$ cat src/rtl/shift_unit_iter.sv
// shift_unit_iter -- iterative shifter/rotator with a valid/ready handshake.
//
// A request (op, data, shamt) is captured when in_valid && in_ready. The
// operand is then shifted by up to STEP bits per cycle. When shamt reaches
// zero, the result and flags are presented with out_valid. They stay there
// until the consumer raises out_ready.
//
// Parameters:
//   WIDTH  operand/result width (8..64, power of two)
//   STEP   maximum bits shifted per cycle (1..WIDTH, power of two)
//
// Configuration macro:
//   SHIFT_ROTATE_EN  when defined, ROL/ROR are supported. When undefined,
//                    op 100/101 are illegal and no rotate logic is built.
//
// Ports:
//   clk        clock, rising edge
//   rst_n      asynchronous active-low reset
//   in_valid   request present
//   in_ready   block idle and able to accept a request
//   op         000 SHL, 001 SHR, 010 SAR, 011 SAL, 100 ROL, 101 ROR
//   data       operand
//   shamt      shift amount, 0..WIDTH-1
//   out_valid  result present
//   out_ready  consumer accepts the result
//   result     shifted/rotated value (the operand itself for illegal ops)
//   carry      last bit shifted or rotated out of the word
//   overflow   SAL only: a bit passing through the MSB differed from the sign
//   zero       result == 0
//   neg        result MSB
//   illegal    op not supported
module shift_unit_iter #(
  parameter int WIDTH = 32,
  parameter int STEP  = 1
) (
  input  logic                     clk,
  input  logic                     rst_n,
  input  logic                     in_valid,
  output logic                     in_ready,
  input  logic [2:0]               op,
  input  logic [WIDTH-1:0]         data,
  input  logic [$clog2(WIDTH)-1:0] shamt,
  output logic                     out_valid,
  input  logic                     out_ready,
  output logic [WIDTH-1:0]         result,
  output logic                     carry,
  output logic                     overflow,
  output logic                     zero,
  output logic                     neg,
  output logic                     illegal
);

  localparam int SW = $clog2(WIDTH);
  // STEP may equal WIDTH, so it needs one extra bit to compare against rem_r.
  localparam logic [SW:0] STEP_W = (SW+1)'(STEP);

  localparam logic [2:0] OP_SHL = 3'b000;
  localparam logic [2:0] OP_SHR = 3'b001;
  localparam logic [2:0] OP_SAR = 3'b010;
  localparam logic [2:0] OP_SAL = 3'b011;
  localparam logic [2:0] OP_ROL = 3'b100;
  localparam logic [2:0] OP_ROR = 3'b101;

  typedef enum logic [1:0] {
    IDLE  = 2'b00,
    SHIFT = 2'b01,
    DONE  = 2'b10
  } state_t;

  // Reports whether an opcode is supported in this build.
  function automatic logic op_legal(input logic [2:0] o);
    case (o)
      OP_SHL, OP_SHR, OP_SAR, OP_SAL: op_legal = 1'b1;
`ifdef SHIFT_ROTATE_EN
      OP_ROL, OP_ROR:                 op_legal = 1'b1;
`endif
      default:                        op_legal = 1'b0;
    endcase
  endfunction

  state_t           state_r, state_n;
  logic [WIDTH-1:0] work_r, work_n;
  logic [SW-1:0]    rem_r, rem_n;
  logic [2:0]       op_r, op_n;
  logic             sign_r, sign_n;
  logic             carry_r, carry_n;
  logic             ovf_r, ovf_n;
  logic             zero_r, zero_n;
  logic             neg_r, neg_n;
  logic             ill_r, ill_n;
  logic             valid_r, ready_r;

  logic [SW-1:0]    k_s;
  logic [WIDTH:0]   lsh_s;   // [WIDTH] holds the bit pushed out at the MSB end
  logic [WIDTH:0]   rsh_s;   // [0] holds the bit pushed out at the LSB end
  logic [WIDTH:0]   sar_s;
  logic [WIDTH-1:0] step_val_s;
  logic             step_carry_s;
  logic             step_ovf_s;
`ifdef SHIFT_ROTATE_EN
  logic [2*WIDTH-1:0] rol_s;
  logic [2*WIDTH-1:0] ror_s;
`endif

  // Per-cycle shift datapath: one step of k = min(STEP, remaining) bits.
  always_comb begin
    if ({1'b0, rem_r} > STEP_W) begin
      k_s = STEP_W[SW-1:0];
    end else begin
      k_s = rem_r;
    end
    lsh_s = {1'b0, work_r} << k_s;
    rsh_s = {work_r, 1'b0} >> k_s;
    sar_s = $unsigned($signed({work_r, 1'b0}) >>> k_s);
`ifdef SHIFT_ROTATE_EN
    rol_s = {work_r, work_r} << k_s;
    ror_s = {work_r, work_r} >> k_s;
`endif
    step_val_s   = work_r;
    step_carry_s = 1'b0;
    step_ovf_s   = 1'b0;
    case (op_r)
      OP_SHL, OP_SAL: begin
        step_val_s   = lsh_s[WIDTH-1:0];
        step_carry_s = lsh_s[WIDTH];
      end
      OP_SHR: begin
        step_val_s   = rsh_s[WIDTH:1];
        step_carry_s = rsh_s[0];
      end
      OP_SAR: begin
        step_val_s   = sar_s[WIDTH:1];
        step_carry_s = sar_s[0];
      end
`ifdef SHIFT_ROTATE_EN
      OP_ROL: begin
        step_val_s   = rol_s[2*WIDTH-1:WIDTH];
        step_carry_s = lsh_s[WIDTH];
      end
      OP_ROR: begin
        step_val_s   = ror_s[WIDTH-1:0];
        step_carry_s = rsh_s[0];
      end
`endif
      default: begin
        step_val_s   = work_r;
        step_carry_s = 1'b0;
      end
    endcase
    // The bits that occupy the MSB during this step are work_r[W-1 .. W-1-k].
    // This includes the new MSB.
    for (int i = 0; i < WIDTH; i++) begin
      if ((op_r == OP_SAL) && (i <= int'(k_s)) && (work_r[WIDTH-1-i] != sign_r)) begin
        step_ovf_s = 1'b1;
      end else begin
        step_ovf_s = step_ovf_s;
      end
    end
  end

  // Next-state and next-datapath logic for the IDLE/SHIFT/DONE sequence.
  always_comb begin
    state_n = state_r;
    work_n  = work_r;
    rem_n   = rem_r;
    op_n    = op_r;
    sign_n  = sign_r;
    carry_n = carry_r;
    ovf_n   = ovf_r;
    zero_n  = zero_r;
    neg_n   = neg_r;
    ill_n   = ill_r;
    case (state_r)
      IDLE: begin
        if (in_valid) begin
          op_n    = op;
          work_n  = data;
          rem_n   = shamt;
          sign_n  = data[WIDTH-1];
          carry_n = 1'b0;
          ovf_n   = 1'b0;
          ill_n   = !op_legal(op);
          if (!op_legal(op) || (shamt == {SW{1'b0}})) begin
            state_n = DONE;
            zero_n  = (data == {WIDTH{1'b0}});
            neg_n   = data[WIDTH-1];
          end else begin
            state_n = SHIFT;
          end
        end else begin
          state_n = IDLE;
        end
      end
      SHIFT: begin
        work_n  = step_val_s;
        carry_n = step_carry_s;
        ovf_n   = ovf_r | step_ovf_s;
        rem_n   = rem_r - k_s;
        if (rem_r == k_s) begin
          state_n = DONE;
          zero_n  = (step_val_s == {WIDTH{1'b0}});
          neg_n   = step_val_s[WIDTH-1];
        end else begin
          state_n = SHIFT;
        end
      end
      DONE: begin
        if (out_ready) begin
          state_n = IDLE;
        end else begin
          state_n = DONE;
        end
      end
      default: begin
        state_n = IDLE;
      end
    endcase
  end

  // FSM state register.
  always_ff @(posedge clk or negedge rst_n) begin
    if (!rst_n) begin
      state_r <= IDLE;
    end else begin
      state_r <= state_n;
    end
  end

  // Datapath, flag and handshake registers.
  always_ff @(posedge clk or negedge rst_n) begin
    if (!rst_n) begin
      work_r  <= {WIDTH{1'b0}};
      rem_r   <= {SW{1'b0}};
      op_r    <= 3'b000;
      sign_r  <= 1'b0;
      carry_r <= 1'b0;
      ovf_r   <= 1'b0;
      zero_r  <= 1'b0;
      neg_r   <= 1'b0;
      ill_r   <= 1'b0;
      valid_r <= 1'b0;
      ready_r <= 1'b1;
    end else begin
      work_r  <= work_n;
      rem_r   <= rem_n;
      op_r    <= op_n;
      sign_r  <= sign_n;
      carry_r <= carry_n;
      ovf_r   <= ovf_n;
      zero_r  <= zero_n;
      neg_r   <= neg_n;
      ill_r   <= ill_n;
      valid_r <= (state_n == DONE);
      ready_r <= (state_n == IDLE);
    end
  end

  assign in_ready  = ready_r;
  assign out_valid = valid_r;
  assign result    = work_r;
  assign carry     = carry_r;
  assign overflow  = ovf_r;
  assign zero      = zero_r;
  assign neg       = neg_r;
  assign illegal   = ill_r;

endmodule
$ cat config.mk
export PLATFORM = sky130hd
export DESIGN_NAME = shift_unit_iter
export DESIGN_NICKNAME = d
export VERILOG_FILES = /design/src/rtl/shift_unit_iter.sv
export SDC_FILE = /design/constraint.sdc
export NUM_CORES = 1
export LEC_CHECK = 0
export CORE_UTILIZATION = 50
export DETAILED_ROUTE_END_ITERATION = 7
export PLACE_DENSITY = 0.87
export SYNTH_ARGS = -nofsm -noshare
export SYNTH_HDL_FRONTEND = slang
export SYNTH_SLANG_ARGS = --single-unit
$ cat constraint.sdc
create_clock -name clk -period 4.81 [get_ports clk]
set_input_delay 0.7215 -clock clk [delete_from_list [all_inputs] [get_ports clk]]
set_output_delay 0.7215 -clock clk [all_outputs]
set_load 0.1 [all_outputs]
==> metrics.md, run 1 <==
| Metric | Value |
|---|---|
| Status | `complete, no violations` |
| Post-CTS Hold Fix Bufs | `0` |
| WP data arrival | `2050 ps` |
| Synth top area share | `41.8%` |
| Clock transition at path regs | `90 ps` |
| Diodes inserted | `0` |
| DP Wirelength | `6.54 mm` |
| Hold crit path type | `register to register` |
| Reg2reg path depth | `8` |
| Relative slew slack | `12.6%` |
| Initial cell density of the core | `52.7%` |
| Die height | `78.6 µm` |
| FF+latch count, synth | `50` |
| Synth Instances | `342` |
| Post-route setup TNS | `0 ps` |
| Asr flop ratio synth | `100%` |
| Number of global-route vias before repair | `2918` |
| Slowest-stage cell, CP | `clkdlybuf4s50_1` |
| Area growth from synthesis to layout | `31.6%` |
| Routed wire per std cell | `19.2 µm` |
| WP data required | `4090 ps` |
| Crit Path Max Fanout | `7` |
| Hold Vio Cnt, Final | `0` |
| Worst r2r src | `rem_r[4]` |
| Part of the cycle the worst path needs | `57.7%` |
| Grt ovf | `0` |
| Clock Skew | `10.0 ps` |
| Clock tree buffer depth | `2` |
| CTS resizes | `0` |
| Syn. warnings | `0` |
| Slew at the pin with the worst max-slew slack | `1310 ps` |
| Fill cells | `440` |
| Core ar. | `5570 µm²` |
| Via/cell ratio | `6.70` |
| Crit path largest cell delay | `1210 ps` |
| Final wirelength | `9.27 mm` |
| Cell Chain, Critical Path | `clkdlybuf4s50_1` |
| Dominant cells by area after synthesis | `dfrtp_1 42%, a221o_1 11%, nand2_1 10%` |
| First-pass GRT wire length | `14.8 mm` |
| Final instance area | `3860 µm²` |
| Via count | `3227` |
| Total CTS buffers | `5` |
| Num Clock Sinks | `50` |
| R2r endpoint | `zero` |
| Crit path buffers/inverters | `1` |
| Die area | `6180 µm²` |
| Post-synth EDFFs | `0` |
| Share of cells above drive strength 1 | `4.39%` |
| Post-synth top cells | `82 x nand2_1, 49 x dfrtp_1, 33 x a21oi_1` |
| FF-to-FF setup slack | `2110 ps` |
| Placed Area | `3760 µm²` |
| Cell Area, Synth | `2940 µm²` |
| Initial antenna violation count | `0` |
| Die width | `78.6 µm` |
| Max-cap violations | `0` |
| Crit path kind | `register to output pin` |
| RSZ-0062 raised after global routing | `no` |
| Worst hold endpoint | `illegal` |
| Antenna Nets Post-Route | `0` |
| Setup violations, final | `0` |
| Cell with the most instances after synthesis | `nand2_1` |
| Most used DFF post-synth | `dfrtp_1` |
| Hold Crit Depth | `2` |
| Share of the yosys chip area belonging to registers | `42.7%` |
| CTS tree | `yes` |
| Min Hold Slack | `485 ps` |
| Final Wtd Congestion | `0.916` |
| Post-CTS setup buffers | `0` |
| Critical Path End Type | `output pin` |
| H-tree lvl count | `2` |
| Final net count | `454` |
| Drc violations | `0` |
| CP startpoint kind | `register` |
| Gr usage total | `31.0%` |
| Max Slew Vio Count | `0` |
| Delay-heaviest family, CP | `buffers and inverters` |
| FP Rows | `27` |
| Detailed Route Iter0 Violations | `475` |
| Port buffer count | `82` |
| Min-delay src | `illegal` |
| Mapped Nets | `387` |
| Final min period | `2770 ps` |
| Clk_lat worst skew | `310 ps` |
| TritonRoute pass-1 iters | `6` |
| Root buffer cell | `clkbuf_8` |
| Avg Cell Area, Syn | `8.59 µm²` |
| F_max | `360 MHz` |
| # IOs | `83` |
| Largest net degree at the start of global routing | `51` |
| Largest area contributor in the netlist | `dfrtp_1` |
| Synth cell types | `53` |
## cell usage in the layout (no fill, tap or decap), types with 2 or more instances in the layout
cell,instances
a21oi_2,2
nor4_1,15
clkbuf_8,5
nor4b_1,2
or4_1,6
mux2i_1,3
nor2b_1,2
o21ai_1,3
and2_1,2
clkbuf_1,2
nor3_1,14
a21oi_1,33
inv_1,2
clkdlybuf4s50_1,81
a221o_1,32
dfrtp_1,49
nand4_1,3
nor2_1,28
nand3_1,2
buf_4,2
nand2_1,82
o311ai_0,2
o31ai_1,3
o22ai_1,3
nand4b_1,2
o21ai_0,2
## tightest hold or removal path, delay by kind of cell (launching register included)
family	cells	cell delay, ps
DFF	1	350
and+or+nand+nor	2	110
## stage by stage
stage,worst slack (ps),util [%],std cells
global placement,1920,67.4,474
detailed placement,1880,67.4,474
finish,2040,69.3,482
global route,1960,69.3,482
floorplan,2570,-,342
CTS,2040,69.3,482
## worst max path at each step
stage,from,to,slack (ps),cells after the start
floorplan,result[15],zero,2570,5
global placement,in_valid,result[21],1920,5
detailed placement,in_valid,result[24],1880,5
CTS,result[14],result[14],2040,1
global route,rem_r[4],zero,1960,8
finish,result[7],result[7],2040,1
## layout make-up
| class | count | area (µm²) | share of cell area (%) |
|---|---|---|---|
| clock inverter | 1 | 30.0 | 0.777 |
| sequential | 50 | 1250 | 32.4 |
| multi-input combinational | 266 | 1580 | 40.8 |
| tap | 72 | 90.1 | 2.33 |
| inverter | 2 | 7.51 | 0.194 |
| clock buffer | 7 | 76.3 | 1.97 |
| timing repair buffer | 84 | 831 | 21.5 |
## registers in the layout (all words and copies together) (netlist names)
register,count
result,32
rem_r,5
op_r,3
state_r,2
carry,1
illegal,1
in_ready,1
neg,1
out_valid,1
overflow,1
sign_r,1
zero,1
## logic make-up after synthesis
group | Yosys count | share of synthesized area [%]
AOI/OAI and AO/OA | 95 | 24.3
xor gates and xnor gates | 2 | 1.24
adders and majority gates | 1 | 0.426
buffers and inverters | 26 | 3.88
DFF | 50 | 42.7
muxes | 4 | 1.41
and+or+nand+nor | 164 | 26.1
## routing by layer
metal	routed length, µm	vias up	part of all wire [%]	GRT usage, %
met5	0	-	0	0
met4	265	0	2.9	12.4
met3	963	37	10	7.21
met2	4360	226	47	48.8
met1	3680	1540	40	41.2
li1	-	1424	-	-
Power of run 1 is not shown: default switching activity piles up to over one toggle a cycle in this logic, so the estimate is an artifact.
==> inputs of run 2 (changes only) <==
--- a/config.mk
+++ b/config.mk
@@ -5,9 +5,9 @@
 export SDC_FILE = /design/constraint.sdc
 export NUM_CORES = 1
 export LEC_CHECK = 0
-export CORE_UTILIZATION = 50
+export CORE_UTILIZATION = 43
 export DETAILED_ROUTE_END_ITERATION = 7
-export PLACE_DENSITY = 0.87
+export PLACE_DENSITY = 0.8
 export SYNTH_ARGS = -nofsm -noshare
 export SYNTH_HDL_FRONTEND = slang
 export SYNTH_SLANG_ARGS = --single-unit
==> constraint.sdc (replaced) <==
create_clock -name clk -period 2.3 [get_ports clk]
set_input_delay 0.345 -clock clk [delete_from_list [all_inputs] [get_ports clk]]
set_output_delay 0.345 -clock clk [all_outputs]
set_load 0.1 [all_outputs]
==> run 2 against run 1 <==
Against the previous run: worst hold slack worse by 400 ps; global-route usage down 2.8 points; sequential cell count unchanged.
==> metrics.md, run 2 (synthesis results as in run 1) <==
| Metric | Value |
|---|---|
| Status | `complete, no violations` |
| Commonest non-fill, non-tap cell in the layout | `nand2_1` |
| Fill cells | `581` |
| Max Slew Vio Count | `0` |
| Clock transition at path regs | `100 ps` |
| Root buffer cell | `clkbuf_8` |
| Clock Skew | `10.6 ps` |
| Initial antenna violation count | `0` |
| Die height | `84.6 µm` |
| Share of cells above drive strength 1 | `19.2%` |
| Number of global-route vias before repair | `3010` |
| First-pass GRT wire length | `15.8 mm` |
| Crit path kind | `register to register` |
| Post-CTS Hold Fix Bufs | `0` |
| F_max | `468 MHz` |
| Most frequent cells in the layout | `82 x nand2_1, 63 x buf_4, 47 x dfrtp_1` |
| Via/cell ratio | `6.30` |
| Seq. cell area | `1250 µm²` |
| Slew at the pin with the worst max-slew slack | `711 ps` |
| Antenna Nets Post-Route | `0` |
| Multi-input logic area | `1590 µm²` |
| Clock tree buffer depth | `2` |
| FP Rows | `29` |
| Detailed Route Iter0 Violations | `272` |
| Critical Path End Type | `register` |
| Max-cap violations | `0` |
| Gr usage total | `28.3%` |
| Diodes inserted | `0` |
| Total CTS buffers | `5` |
| Max reg flops | `32` |
| Core ar. | `6460 µm²` |
| Drc violations | `0` |
| Largest net degree at the start of global routing | `34` |
| Die width | `84.6 µm` |
| Routed wire per std cell | `19.7 µm` |
| Relative slew slack | `52.6%` |
| Min Hold Slack | `87.7 ps` |
| WP data required | `2520 ps` |
| H-tree lvl count | `2` |
| Part of the cycle the worst path needs | `92.9%` |
| CTS tree | `yes` |
| Crit Path Max Fanout | `4` |
| Final min period | `2140 ps` |
| WP data arrival | `2350 ps` |
| Initial cell density of the core | `45.5%` |
| Num Clock Sinks | `50` |
| Port buffer count | `82` |
| Hold Vio Cnt, Final | `0` |
| Final wirelength | `10.0 mm` |
| Die area | `7160 µm²` |
| TritonRoute pass-1 iters | `8` |
| Grt ovf | `0` |
| Setup violations, final | `0` |
| DP Wirelength | `7.33 mm` |
| Hold crit path type | `primary input to asynchronous set/reset pin` |
| Via count | `3212` |
| Final Wtd Congestion | `0.892` |
| # IOs | `83` |
| Final net count | `477` |
| Clk_lat worst skew | `300 ps` |
| Area growth from synthesis to layout | `35.4%` |
| CP startpoint kind | `register` |
## run 2: changes by cell type in the layout (fill, tap and decap cells not counted)
cell,before,now
buf_4,2,63
clkdlybuf4s50_1,81,42
dfrtp_1,49,47
dfrtp_2,0,2
buf_12,0,1
nor4b_1,2,1
nor4b_4,0,1
## run 2: what timing repair did
| action | 4_1_cts | 5_1_grt |
|---|---|---|
| setup buffers | 0 | 1 |
| resized for setup | 0 | 4 |
| endpoints found under the setup margin | 0 | 1 |
## run 2: path summary, 6_finish.rpt
kind | start | endpoint | slack, ps | cells past startpoint
worst max-delay path | rem_r[4] | zero | 160 | 9
worst min-delay path | rst_n | zero | 90 | 1
worst max register to register | rem_r[4] | zero | 160 | 9
worst min register to register | illegal | illegal | 490 | 2
max in group asynchronous | rst_n | result[14] | 1570 | 2
min in group clk | illegal | illegal | 490 | 2
## run 2: final cells by class
| cell class | instances | share of cell area [%] |
|---|---|---|
| clock inverters | 1 | 0.755 |
| repair buffers | 107 | 23.1 |
| flip-flops and latches | 50 | 31.6 |
| clock buffers | 7 | 1.92 |
| inverters | 2 | 0.189 |
| multi-input cells | 266 | 40.1 |
| well taps | 77 | 2.42 |
## run 2: critical path, cell delays in order, from the launching register on
cell	delay, ps
dfrtp_2	430
nor4_4	290
or2_2	160
ha_1	160
nor4b_4	200
buf_4	150
nand2_1	90
a2bb2oi_1	160
o2111ai_1	140
o31ai_2	260
## run 2: metrics by stage
step	setup TNS, ps	worst slack (ps)	area, µm²	util [%]	std cells
after floorplan	0	57.8	2940	-	342
after global placement	0	91.7	3840	59.5	501
after detailed placement	0	36.1	3840	59.5	501
after global routing	-11.0	-11.0	3980	61.6	510
final	0	164	3980	61.6	510
after CTS	0	26.7	3950	61.2	509
## run 2: routing by layer
metal | part of all wire (%) | vias up | track usage (%)
li1 | - | 1457 | -
met1 | 44 | 1590 | 40.7
met2 | 48 | 159 | 46.2
met3 | 7.6 | 6 | 2.95
met4 | 0.81 | 0 | 6.32
met5 | 0 | - | 0
Power of run 2 is left out for the same reason.
==> inputs of run 3 (changes only) <==
--- a/config.mk
+++ b/config.mk
@@ -5,9 +5,10 @@
 export SDC_FILE = /design/constraint.sdc
 export NUM_CORES = 1
 export LEC_CHECK = 0
-export CORE_UTILIZATION = 43
+export CORE_UTILIZATION = 48
+export CTS_CLUSTER_SIZE = 8
 export DETAILED_ROUTE_END_ITERATION = 7
-export PLACE_DENSITY = 0.8
+export PLACE_DENSITY = 0.84
 export SYNTH_ARGS = -nofsm -noshare
 export SYNTH_HDL_FRONTEND = slang
 export SYNTH_SLANG_ARGS = --single-unit
==> constraint.sdc (replaced) <==
create_clock -name clk -period 2.4 [get_ports clk]
set_input_delay 0.36 -clock clk [delete_from_list [all_inputs] [get_ports clk]]
set_output_delay 0.36 -clock clk [all_outputs]
set_load 0.1 [all_outputs]
==> run 3 against run 2 <==
Against the previous run: sequential cell count is the same; utilization increased by 3.9 points; final area shrank 2.5%; first-iteration DRC count is 56% higher; non-clock buffer count fell by 11; largest cell class unchanged; highest routed layer unchanged.
==> metrics.md, run 3 (synthesis results as in run 1) <==
| Metric | Value |
|---|---|
| Diodes inserted | `0` |
| Critical Path End Type | `register` |
| Max reg flops | `32` |
| Share of cells above drive strength 1 | `17.3%` |
| Worst setup margin | `164 ps` |
| RSZ-0062 raised after global routing | `no` |
| Root buffer cell | `clkbuf_8` |
| Max-cap violations | `0` |
| FP Rows | `28` |
| Slew at the pin with the worst max-slew slack | `866 ps` |
| FF-to-FF setup slack | `160 ps` |
| Largest net degree at the start of global routing | `39` |
| Crit path kind | `register to register` |
| Worst slack at placement | `27.6 ps` |
| Highest metal used | `met4` |
| Multi-input logic area | `1590 µm²` |
| Final Wtd Congestion | `0.905` |
| DP Wirelength | `7.30 mm` |
| DR WL met2 | `4.74 mm` |
| Initial cell density of the core | `49.6%` |
| Clk_lat worst skew | `310 ps` |
| TritonRoute pass-1 iters | `6` |
| Routed wire per std cell | `20.2 µm` |
| Hold crit path type | `primary input to asynchronous set/reset pin` |
| Port buffer count | `82` |
| CP startpoint kind | `register` |
| WP data arrival | `2470 ps` |
| Via/cell ratio | `6.46` |
| Part of the cycle the worst path needs | `93.2%` |
| Post-Route M1 WL | `4.17 mm` |
| Drc violations | `0` |
| Final min period | `2240 ps` |
| # IOs | `83` |
| Met3 wire length | `883 µm` |
| Clock Skew | `8.30 ps` |
| H-tree lvl count | `2` |
| Seq. cell area | `1250 µm²` |
| Die height | `80.2 µm` |
| Clock transition at path regs | `90 ps` |
| Grt ovf | `0` |
| Total CTS buffers | `5` |
| Via count | `3209` |
| Area growth from synthesis to layout | `32.0%` |
| R2r endpoint | `zero` |
| Antenna Nets Post-Route | `0` |
| Initial antenna violation count | `0` |
| Hold Vio Cnt, Final | `0` |
| Commonest non-fill, non-tap cell in the layout | `nand2_1` |
| Die width | `80.2 µm` |
| Worst r2r src | `rem_r[4]` |
| Clock tree buffer depth | `2` |
| Core ar. | `5920 µm²` |
| Max Slew Vio Count | `0` |
| Setup violations, final | `0` |
| Gr usage total | `33.3%` |
| Final net count | `466` |
| First-pass GRT wire length | `16.2 mm` |
| Reg2reg path depth | `8` |
| Fill cells | `502` |
| Status | `complete, no violations` |
| Most frequent cells in the layout | `82 x nand2_1, 52 x buf_4, 47 x dfrtp_1` |
| Relative slew slack | `42.3%` |
| Number of global-route vias before repair | `3104` |
| Post-route setup TNS | `0 ps` |
| Post-CTS setup buffers | `0` |
| Num Clock Sinks | `50` |
| Detailed Route Iter0 Violations | `425` |
| Crit Path Max Fanout | `4` |
| F_max | `447 MHz` |
| Final wirelength | `10.0 mm` |
| WP data required | `2630 ps` |
| Die area | `6430 µm²` |
| CTS tree | `yes` |
run 3: cell types whose count changed in the layout (fill, tap and decap cells not counted), sizes merged:
cell	delta
clkinv	+1
buf	-11
bufinv	-1
run 3: repair_timing:
item | CTS | global route
hold buffers | 0 | 0
resized for setup | 0 | 4
setup endpoints to repair | 0 | 1
run 3: final cells by class:
class / instances / share of cell area (%)
tap: 75 / 2.42
sequential: 50 / 32.4
clock buffer: 7 / 2.23
multi-input combinational: 266 / 41.1
inverter: 2 / 0.194
clock inverter: 1 / 0.129
timing repair buffer: 96 / 21.6
run 3: critical path, cell delays in order (launching register included):
cell	delay, ps
dfrtp_2	460
nor4_4	300
or2_2	170
ha_1	220
nor4b_4	240
nand2_1	140
a2bb2oi_1	230
o2111ai_1	150
o31ai_2	260
run 3: per-layer routing:
metal | vias up | track usage (%)
met5 | - | 0
met4 | 0 | 13.8
met3 | 20 | 6.02
met2 | 175 | 51.5
met1 | 1576 | 45.7
li1 | 1438 | -
run 3: worst max-delay path by stage:
stage               slack [ps]  startpoint  endpoint
finish                     160    rem_r[4]      zero
global route                10    rem_r[4]      zero
floorplan                  160  result[15]      zero
detailed placement          30    rem_r[4]      zero
CTS                          5    rem_r[4]      zero
global placement           140    shamt[3]      zero
run 3: per-stage QoR:
stage | area (µm²) | hold slack [ps] | std cells | util [%]
6_report | 3880 | 149 | 497 | 65.5
5_1_grt | 3880 | 213 | 497 | 65.5
4_1_cts | 3860 | 190 | 497 | 65.2
3_5_place_dp | 3770 | 472 | 489 | 63.6
3_3_place_gp | 3770 | 460 | 489 | 63.6
2_1_floorplan | 2940 | 64.4 | 342 | -
Power of run 3 is left out for the same reason.
